### src/rtl/priority_encoder_4to2.sv
// Debounced, registered 4-to-2 priority encoder with a one-entry press-event slot.
// Request lines are synchronized, debounced as a group, then priority-encoded.
module priority_encoder_4to2 #(
  parameter int DEB_CYCLES = 16
) (
  input  logic       clk,
  input  logic       rst_n,
  input  logic [3:0] in,
  output logic [1:0] code,
  output logic       active,
  output logic       evt_valid,
  output logic [1:0] evt_code,
  input  logic       evt_ready,
  output logic       overflow,
  input  logic       ovf_clr
);

  localparam int CNT_W = $clog2(DEB_CYCLES + 1);
  localparam logic [CNT_W-1:0] CNT_MAX  = CNT_W'(DEB_CYCLES);
  localparam logic [CNT_W-1:0] CNT_LOAD = CNT_W'(DEB_CYCLES - 1);
  localparam logic [CNT_W-1:0] CNT_ONE  = CNT_W'(1);

  function automatic logic [1:0] prio_code(input logic [3:0] v);
    if (v[3])      prio_code = 2'd3;
    else if (v[2]) prio_code = 2'd2;
    else if (v[1]) prio_code = 2'd1;
    else           prio_code = 2'd0;
  endfunction

  logic [3:0]       sync1;
  logic [3:0]       sync2;
  logic [3:0]       cand;
  logic [CNT_W-1:0] cnt;
  logic [3:0]       stable;

  logic load_stable;
  logic press;
  logic accept;
  logic slot_free;

  always_comb begin
    load_stable = (sync2 == cand) && (cnt == CNT_LOAD);
    // A press needs a nonzero new vector whose top bit moved (or came from idle).
    press       = load_stable && (|cand) &&
                  ((~|stable) || (prio_code(cand) != prio_code(stable)));
    accept      = evt_valid & evt_ready;
    slot_free   = ~evt_valid | evt_ready;
  end

  // Synchronizer and debounce stage
  always_ff @(posedge clk or negedge rst_n) begin
    if (!rst_n) begin
      sync1  <= '0;
      sync2  <= '0;
      cand   <= '0;
      cnt    <= '0;
      stable <= '0;
    end else begin
      sync1 <= in;
      sync2 <= sync1;
      if (sync2 != cand) begin
        cand <= sync2;
        cnt  <= '0;
      end else if (cnt != CNT_MAX) begin
        cnt <= cnt + CNT_ONE;
        if (cnt == CNT_LOAD) stable <= cand;
      end
    end
  end

  // Event slot stage
  always_ff @(posedge clk or negedge rst_n) begin
    if (!rst_n) begin
      evt_valid <= 1'b0;
      evt_code  <= 2'd0;
      overflow  <= 1'b0;
    end else begin
      if (press) begin
        if (slot_free) begin
          evt_valid <= 1'b1;
          evt_code  <= prio_code(cand);
        end
      end else if (accept) begin
        evt_valid <= 1'b0;
      end
      if (press && !slot_free) overflow <= 1'b1;
      else if (ovf_clr)        overflow <= 1'b0;
    end
  end

  assign code   = prio_code(stable);
  assign active = |stable;

endmodule

### config.mk
export PLATFORM = sky130hd
export DESIGN_NAME = priority_encoder_4to2
export DESIGN_NICKNAME = d
export VERILOG_FILES = /design/src/rtl/priority_encoder_4to2.sv
export SDC_FILE = /design/constraint.sdc
export NUM_CORES = 1
export LEC_CHECK = 0
export CAP_MARGIN = 30
export CELL_PAD_IN_SITES_DETAIL_PLACEMENT = 0
export CELL_PAD_IN_SITES_GLOBAL_PLACEMENT = 1
export CORE_MARGIN = 1
export CORE_UTILIZATION = 40
export DETAILED_ROUTE_END_ITERATION = 10
export GPL_TIMING_DRIVEN = 0
export HOLD_SLACK_MARGIN = 0.08
export PLACE_DENSITY = 0.79
export SLEW_MARGIN = 20
export SYNTH_ARGS = -nofsm -noshare
export SYNTH_HDL_FRONTEND = slang
export SYNTH_SLANG_ARGS = --single-unit
### constraint.sdc
create_clock -name clk -period 2.1 [get_ports clk]
set_input_delay 0.525 -clock clk [delete_from_list [all_inputs] [get_ports clk]]
set_output_delay 0.525 -clock clk [all_outputs]
set_load 0.01 [all_outputs]
==> flow_summary.html <==
<table>
<tr><th>Metric</th><th>Value</th></tr>
<tr><th colspan="2">Run status</th></tr>
<tr><td>Status</td><td>completed</td></tr>
<tr><th colspan="2">Detailed routing</th></tr>
<tr><td>Highest layer used for signal routing</td><td>met4</td></tr>
<tr><td>Met2 Routed Length</td><td>773 um</td></tr>
<tr><td>Aggregate routed wire length</td><td>about 1.6 mm</td></tr>
<tr><td>Via count of the routed design</td><td>around 650</td></tr>
<tr><td>Total DRC errors in the routed layout</td><td>0</td></tr>
<tr><td>Per-cell via count in the routed design</td><td>approximately 5</td></tr>
<tr><td>First-pass detailed-route iteration total</td><td>3</td></tr>
<tr><td>Routed met3 length</td><td>~64 um</td></tr>
<tr><td>Drt first-iter violations</td><td>3</td></tr>
<tr><td>Antenna Violating Nets Remaining</td><td>0</td></tr>
<tr><td>Met1 wire length</td><td>712 um</td></tr>
<tr><td>DR WL/cell</td><td>12.02 um</td></tr>
<tr><th colspan="2">Final layout</th></tr>
<tr><td>Inserted Diodes</td><td>0</td></tr>
<tr><td>Filler Cells Inserted</td><td>209</td></tr>
<tr><td>Core occupancy in the finished layout</td><td>0.5370</td></tr>
<tr><td>Final Net Count</td><td>about 110</td></tr>
<tr><td>Cell Count, Final, Fillers Out</td><td>130</td></tr>
<tr><td>Fraction of final layout cells with drive strength greater than 1</td><td>0.1078</td></tr>
<tr><td>P&amp;R area growth vs syn</td><td>21.73%</td></tr>
<tr><th colspan="2">Power and ir drop</th></tr>
<tr><td>Power consumption</td><td>a little under 0.8 mW</td></tr>
<tr><td>Leakage power</td><td>a little under 0.6 nW</td></tr>
<tr><td>Cell Pwr Density</td><td>between 600 and 700 mW/mm^2</td></tr>
<tr><td>Max IR drop VDD</td><td>between 0.5 and 0.6 mV</td></tr>
<tr><th colspan="2">Setup path</th></tr>
<tr><td>Required time of the critical path</td><td>between 1500 and 2000 ps</td></tr>
<tr><td>Standard cell with the maximum stage delay on the critical path</td><td>sky130_fd_sc_hd__clkdlybuf4s50_1</td></tr>
<tr><td>Kind of end point of the critical path</td><td>output port</td></tr>
<tr><td>Critical-path cell list</td><td>inv_1 &gt; a21o_1 &gt; clkdlybuf4s50_1</td></tr>
<tr><td>Longest individual stage delay on the worst path</td><td>540 ps</td></tr>
<tr><td>CP arrival</td><td>1490 ps</td></tr>
<tr><td>Critical Setup Path Class</td><td>flip-flop to output port</td></tr>
<tr><td>Setup crit start kind</td><td>flip-flop</td></tr>
<tr><td>Critical path fanouts, max</td><td>2</td></tr>
<tr><th colspan="2">STA</th></tr>
<tr><td>Final Cycle Share</td><td>0.9582</td></tr>
<tr><td>Max-Slew Margin vs Limit</td><td>0.5264</td></tr>
<tr><td>Highest clock frequency the design can meet</td><td>just under 500 MHz</td></tr>
<tr><td>Max-slew violations</td><td>0</td></tr>
<tr><td>Final setup skew</td><td>6.645 ps</td></tr>
<tr><td>Final hold vios</td><td>0</td></tr>
<tr><td>Crit path time final</td><td>2012 ps</td></tr>
<tr><td>Final setup violation count</td><td>0</td></tr>
<tr><td>Fin Setup TNS</td><td>0 ps</td></tr>
<tr><td>Worst slew pin tran</td><td>approximately 700 ps</td></tr>
<tr><td>RSZ-0062 raised after global routing</td><td>false</td></tr>
<tr><th colspan="2">Floorplan</th></tr>
<tr><td>Die Width</td><td>approximately 52 um</td></tr>
<tr><td>Area enclosed by the die boundary</td><td>0.002739 mm^2</td></tr>
<tr><td>Initial standard-cell utilization of the core</td><td>0.4412</td></tr>
<tr><td>Die Ht</td><td>between 50 and 60 um</td></tr>
<tr><td>IO Count</td><td>15</td></tr>
<tr><td>Placeable core area</td><td>between 0.002 and 0.0025 mm^2</td></tr>
<tr><td>Placement row count</td><td>17</td></tr>
<tr><th colspan="2">Logic synthesis</th></tr>
<tr><td>Area share of fa/ha/maj cells after synthesis</td><td>0.03704</td></tr>
<tr><td>Multiplexer area fraction after synthesis</td><td>0.07407</td></tr>
<tr><td>Post-synthesis share of cell area spent on and, or, nand and nor gates</td><td>0.09383</td></tr>
<tr><td>Dominant combinational cell family by area after synthesis</td><td>simple AND/OR/NAND/NOR gates</td></tr>
<tr><td>Number of synthesis warnings</td><td>0</td></tr>
<tr><td>Compound-cell area share of the yosys netlist</td><td>0.05679</td></tr>
<tr><td>Seq cells post-synth</td><td>25</td></tr>
<tr><td>Gate count of the mapped netlist</td><td>83</td></tr>
<tr><td>Average cell area after synthesis</td><td>~12 um^2</td></tr>
<tr><td>Seq/Total Area, Yosys</td><td>0.6173</td></tr>
<tr><td>Number of nets produced by synthesis</td><td>between 90 and 100</td></tr>
<tr><td>Area of the mapped netlist</td><td>just over 0.001 mm^2</td></tr>
<tr><td>Xor/xnor share of the synthesized area</td><td>0.06914</td></tr>
<tr><td>Count of distinct cell types in the synthesized netlist</td><td>24</td></tr>
<tr><th colspan="2">Clock network</th></tr>
<tr><td>Clock tree from TritonCTS</td><td>done</td></tr>
<tr><td>Clock slew seen by the registers of the worst setup and hold paths</td><td>roughly 150 ps</td></tr>
<tr><td>Clock buffer depth</td><td>2</td></tr>
<tr><td>Number of buffers created by CTS</td><td>3</td></tr>
<tr><td>Skew-Pair Late Insertion Delay</td><td>330 ps</td></tr>
<tr><td>Root buffer selected by CTS</td><td>sky130_fd_sc_hd__clkbuf_4</td></tr>
<tr><td>CTS H-tree lvls</td><td>1</td></tr>
<tr><td>Post-CTS Hold Buffers</td><td>0</td></tr>
<tr><td>Clock sinks</td><td>25</td></tr>
<tr><th colspan="2">Placed design</th></tr>
<tr><td>Final weighted congestion in routability-driven placement</td><td>slightly below 0.7</td></tr>
<tr><td>Number of input and output port buffers inserted</td><td>14</td></tr>
<tr><td>Placed cell count</td><td>~130</td></tr>
<tr><td>HPWL after detailed placement</td><td>1.198 mm</td></tr>
<tr><th colspan="2">Global routing</th></tr>
<tr><td>Global-route total usage across every layer</td><td>0.1487</td></tr>
<tr><td>Wire length of the first global-routing pass</td><td>just under 3 mm</td></tr>
<tr><td>Initial antenna violation count</td><td>0</td></tr>
<tr><td>Total grt overflow</td><td>0</td></tr>
<tr><td>Maximum number of pins on one net before global-route repair</td><td>17</td></tr>
<tr><td>Number of global-route vias before repair</td><td>~670</td></tr>
<tr><th colspan="2">Worst hold path</th></tr>
<tr><td>Worst Hold Class</td><td>flip-flop to flip-flop</td></tr>
<tr><th colspan="2">Flow run</th></tr>
<tr><td># Max-Cap Violations</td><td>0</td></tr>
</table>
## metrics by stage
step | cell area, um^2 | worst slack (ps) | hold WS (ps)
global placement | 1189 | 189.9 | 333.2
finish | 1234 | 87.78 | 369.8
floorplan | 1013 | 453.8 | 229.4
global route | 1234 | 10.08 | 377.5
detailed placement | 1204 | 177.7 | 342.0
CTS | 1234 | 64.99 | 375.6
## cell usage after synthesis
library cell	instances	area share
sky130_fd_sc_hd__a2111o_1	1	0.011
sky130_fd_sc_hd__a211o_1	1	0.0086
sky130_fd_sc_hd__a21o_1	1	0.0074
sky130_fd_sc_hd__a21oi_1	2	0.0099
sky130_fd_sc_hd__and3_1	1	0.0062
sky130_fd_sc_hd__clkbuf_1	4	0.015
sky130_fd_sc_hd__dfrtp_1	25	0.62
sky130_fd_sc_hd__ha_1	3	0.037
sky130_fd_sc_hd__inv_1	10	0.037
sky130_fd_sc_hd__mux2_2	4	0.044
sky130_fd_sc_hd__mux2i_1	3	0.030
sky130_fd_sc_hd__nand2_1	3	0.011
sky130_fd_sc_hd__nand2b_1	2	0.012
sky130_fd_sc_hd__nand3_1	1	0.0049
sky130_fd_sc_hd__nand4_1	1	0.0062
sky130_fd_sc_hd__nor2_1	6	0.022
sky130_fd_sc_hd__nor3_1	2	0.0099
sky130_fd_sc_hd__nor3b_2	1	0.012
sky130_fd_sc_hd__o21ai_0	1	0.0049
sky130_fd_sc_hd__o22ai_1	1	0.0062
sky130_fd_sc_hd__o41ai_1	1	0.0086
sky130_fd_sc_hd__or2_4	1	0.0086
sky130_fd_sc_hd__xnor2_1	6	0.052
sky130_fd_sc_hd__xor2_1	2	0.017
## metal layers
layer | vias to the layer above | track usage
li1 | 308 | -
met1 | 324 | 0.1842
met2 | 14 | 0.2384
met3 | 2 | 0.05217
met4 | 0 | 0.05263
met5 | - | 0
## worst paths after layout
check / slack, ps / from / to / cells after the start
min reg2reg: 370 / sync1[0] / sync2[0] / 0
max reg2reg: 200 / cand[2] / stable[3] / 4
min in group asynchronous: 590 / rst_n / sync1[1] / 1
max in group asynchronous: 990 / rst_n / cnt[2] / 2
max: 90 / stable[2] / code[0] / 3
min: 370 / sync1[0] / sync2[0] / 0
## where the power goes
| part | switching, mW | internal, mW | total [mW] |
|---|---|---|---|
| logic | 0.0201 | 0.0244 | 0.0446 |
| clock network | 0.156 | 0.0776 | 0.234 |
| registers | 0.0100 | 0.494 | 0.504 |
| total | 0.186 | 0.596 | 0.782 |
## layout by cell type, fill, tap and decap left out
| cell type | Yosys | layout |
|---|---|---|
| sky130_fd_sc_hd__o41ai_1 | 1 | 1 |
| sky130_fd_sc_hd__buf_8 | 0 | 1 |
| sky130_fd_sc_hd__nand4_1 | 1 | 1 |
| sky130_fd_sc_hd__xor2_1 | 2 | 2 |
| sky130_fd_sc_hd__dlygate4sd2_1 | 0 | 1 |
| sky130_fd_sc_hd__or2_4 | 1 | 1 |
| sky130_fd_sc_hd__xnor2_1 | 6 | 6 |
| sky130_fd_sc_hd__mux2i_1 | 3 | 3 |
| sky130_fd_sc_hd__a2111o_1 | 1 | 1 |
| sky130_fd_sc_hd__nor3_1 | 2 | 2 |
| sky130_fd_sc_hd__nand3_1 | 1 | 1 |
| sky130_fd_sc_hd__inv_6 | 0 | 1 |
| sky130_fd_sc_hd__o21ai_0 | 1 | 1 |
| sky130_fd_sc_hd__nor3b_2 | 1 | 1 |
| sky130_fd_sc_hd__mux2_2 | 4 | 4 |
| sky130_fd_sc_hd__and3_1 | 1 | 1 |
| sky130_fd_sc_hd__clkbuf_1 | 4 | 4 |
| sky130_fd_sc_hd__clkbuf_4 | 0 | 3 |
| sky130_fd_sc_hd__dfrtp_1 | 25 | 25 |
| sky130_fd_sc_hd__inv_1 | 10 | 10 |
| sky130_fd_sc_hd__nand2b_1 | 2 | 2 |
| sky130_fd_sc_hd__o22ai_1 | 1 | 1 |
| sky130_fd_sc_hd__clkdlybuf4s50_1 | 0 | 13 |
| sky130_fd_sc_hd__a21oi_1 | 2 | 2 |
| sky130_fd_sc_hd__nor2_1 | 6 | 6 |
| sky130_fd_sc_hd__ha_1 | 3 | 3 |
| sky130_fd_sc_hd__a211o_1 | 1 | 1 |
| sky130_fd_sc_hd__nand2_1 | 3 | 3 |
| sky130_fd_sc_hd__a21o_1 | 1 | 1 |
## sequential cells by signal (all words and copies together), names as in the netlist
register,count
overflow,1
evt_valid,1
cand,4
sync2,4
stable,4
sync1,4
cnt,5
evt_code,2
## what timing repair did
item / in CTS / in global routing
buffers inserted: 0 / 0
resized for setup: 1 / 0
setup endpoints to repair: 1 / 0
## worst max-delay path: cells and delay by family, from the launching register on
kind,cells,cell delay [ps]
AO/OA/AOI/OAI,1,150
flip-flops,1,410
buffers and inverters,2,610
## layout make-up
type                    instances  area (um^2)  share of cell area
plain buffers                   4        15.01             0.01217
repair buffers                 15        153.9              0.1247
multi-input cells              44        335.3              0.2718
inverters                      10        37.54             0.03043
clock inverters                 1        8.758            0.007099
well taps                      28        35.03             0.02840
clock buffers                   3        22.52             0.01826
flip-flops and latches         25        625.6              0.5071
## cell families (layout without fill, tap and decap cells)
logic type,count (synthesis),count (layout)
compound gates,8,8
xor+xnor,8,8
fa+ha+maj,3,3
buf+inv,14,33
flops,25,25
mux,7,7
simple gates,18,18
Note: power is estimated with default switching activity, not from simulation.
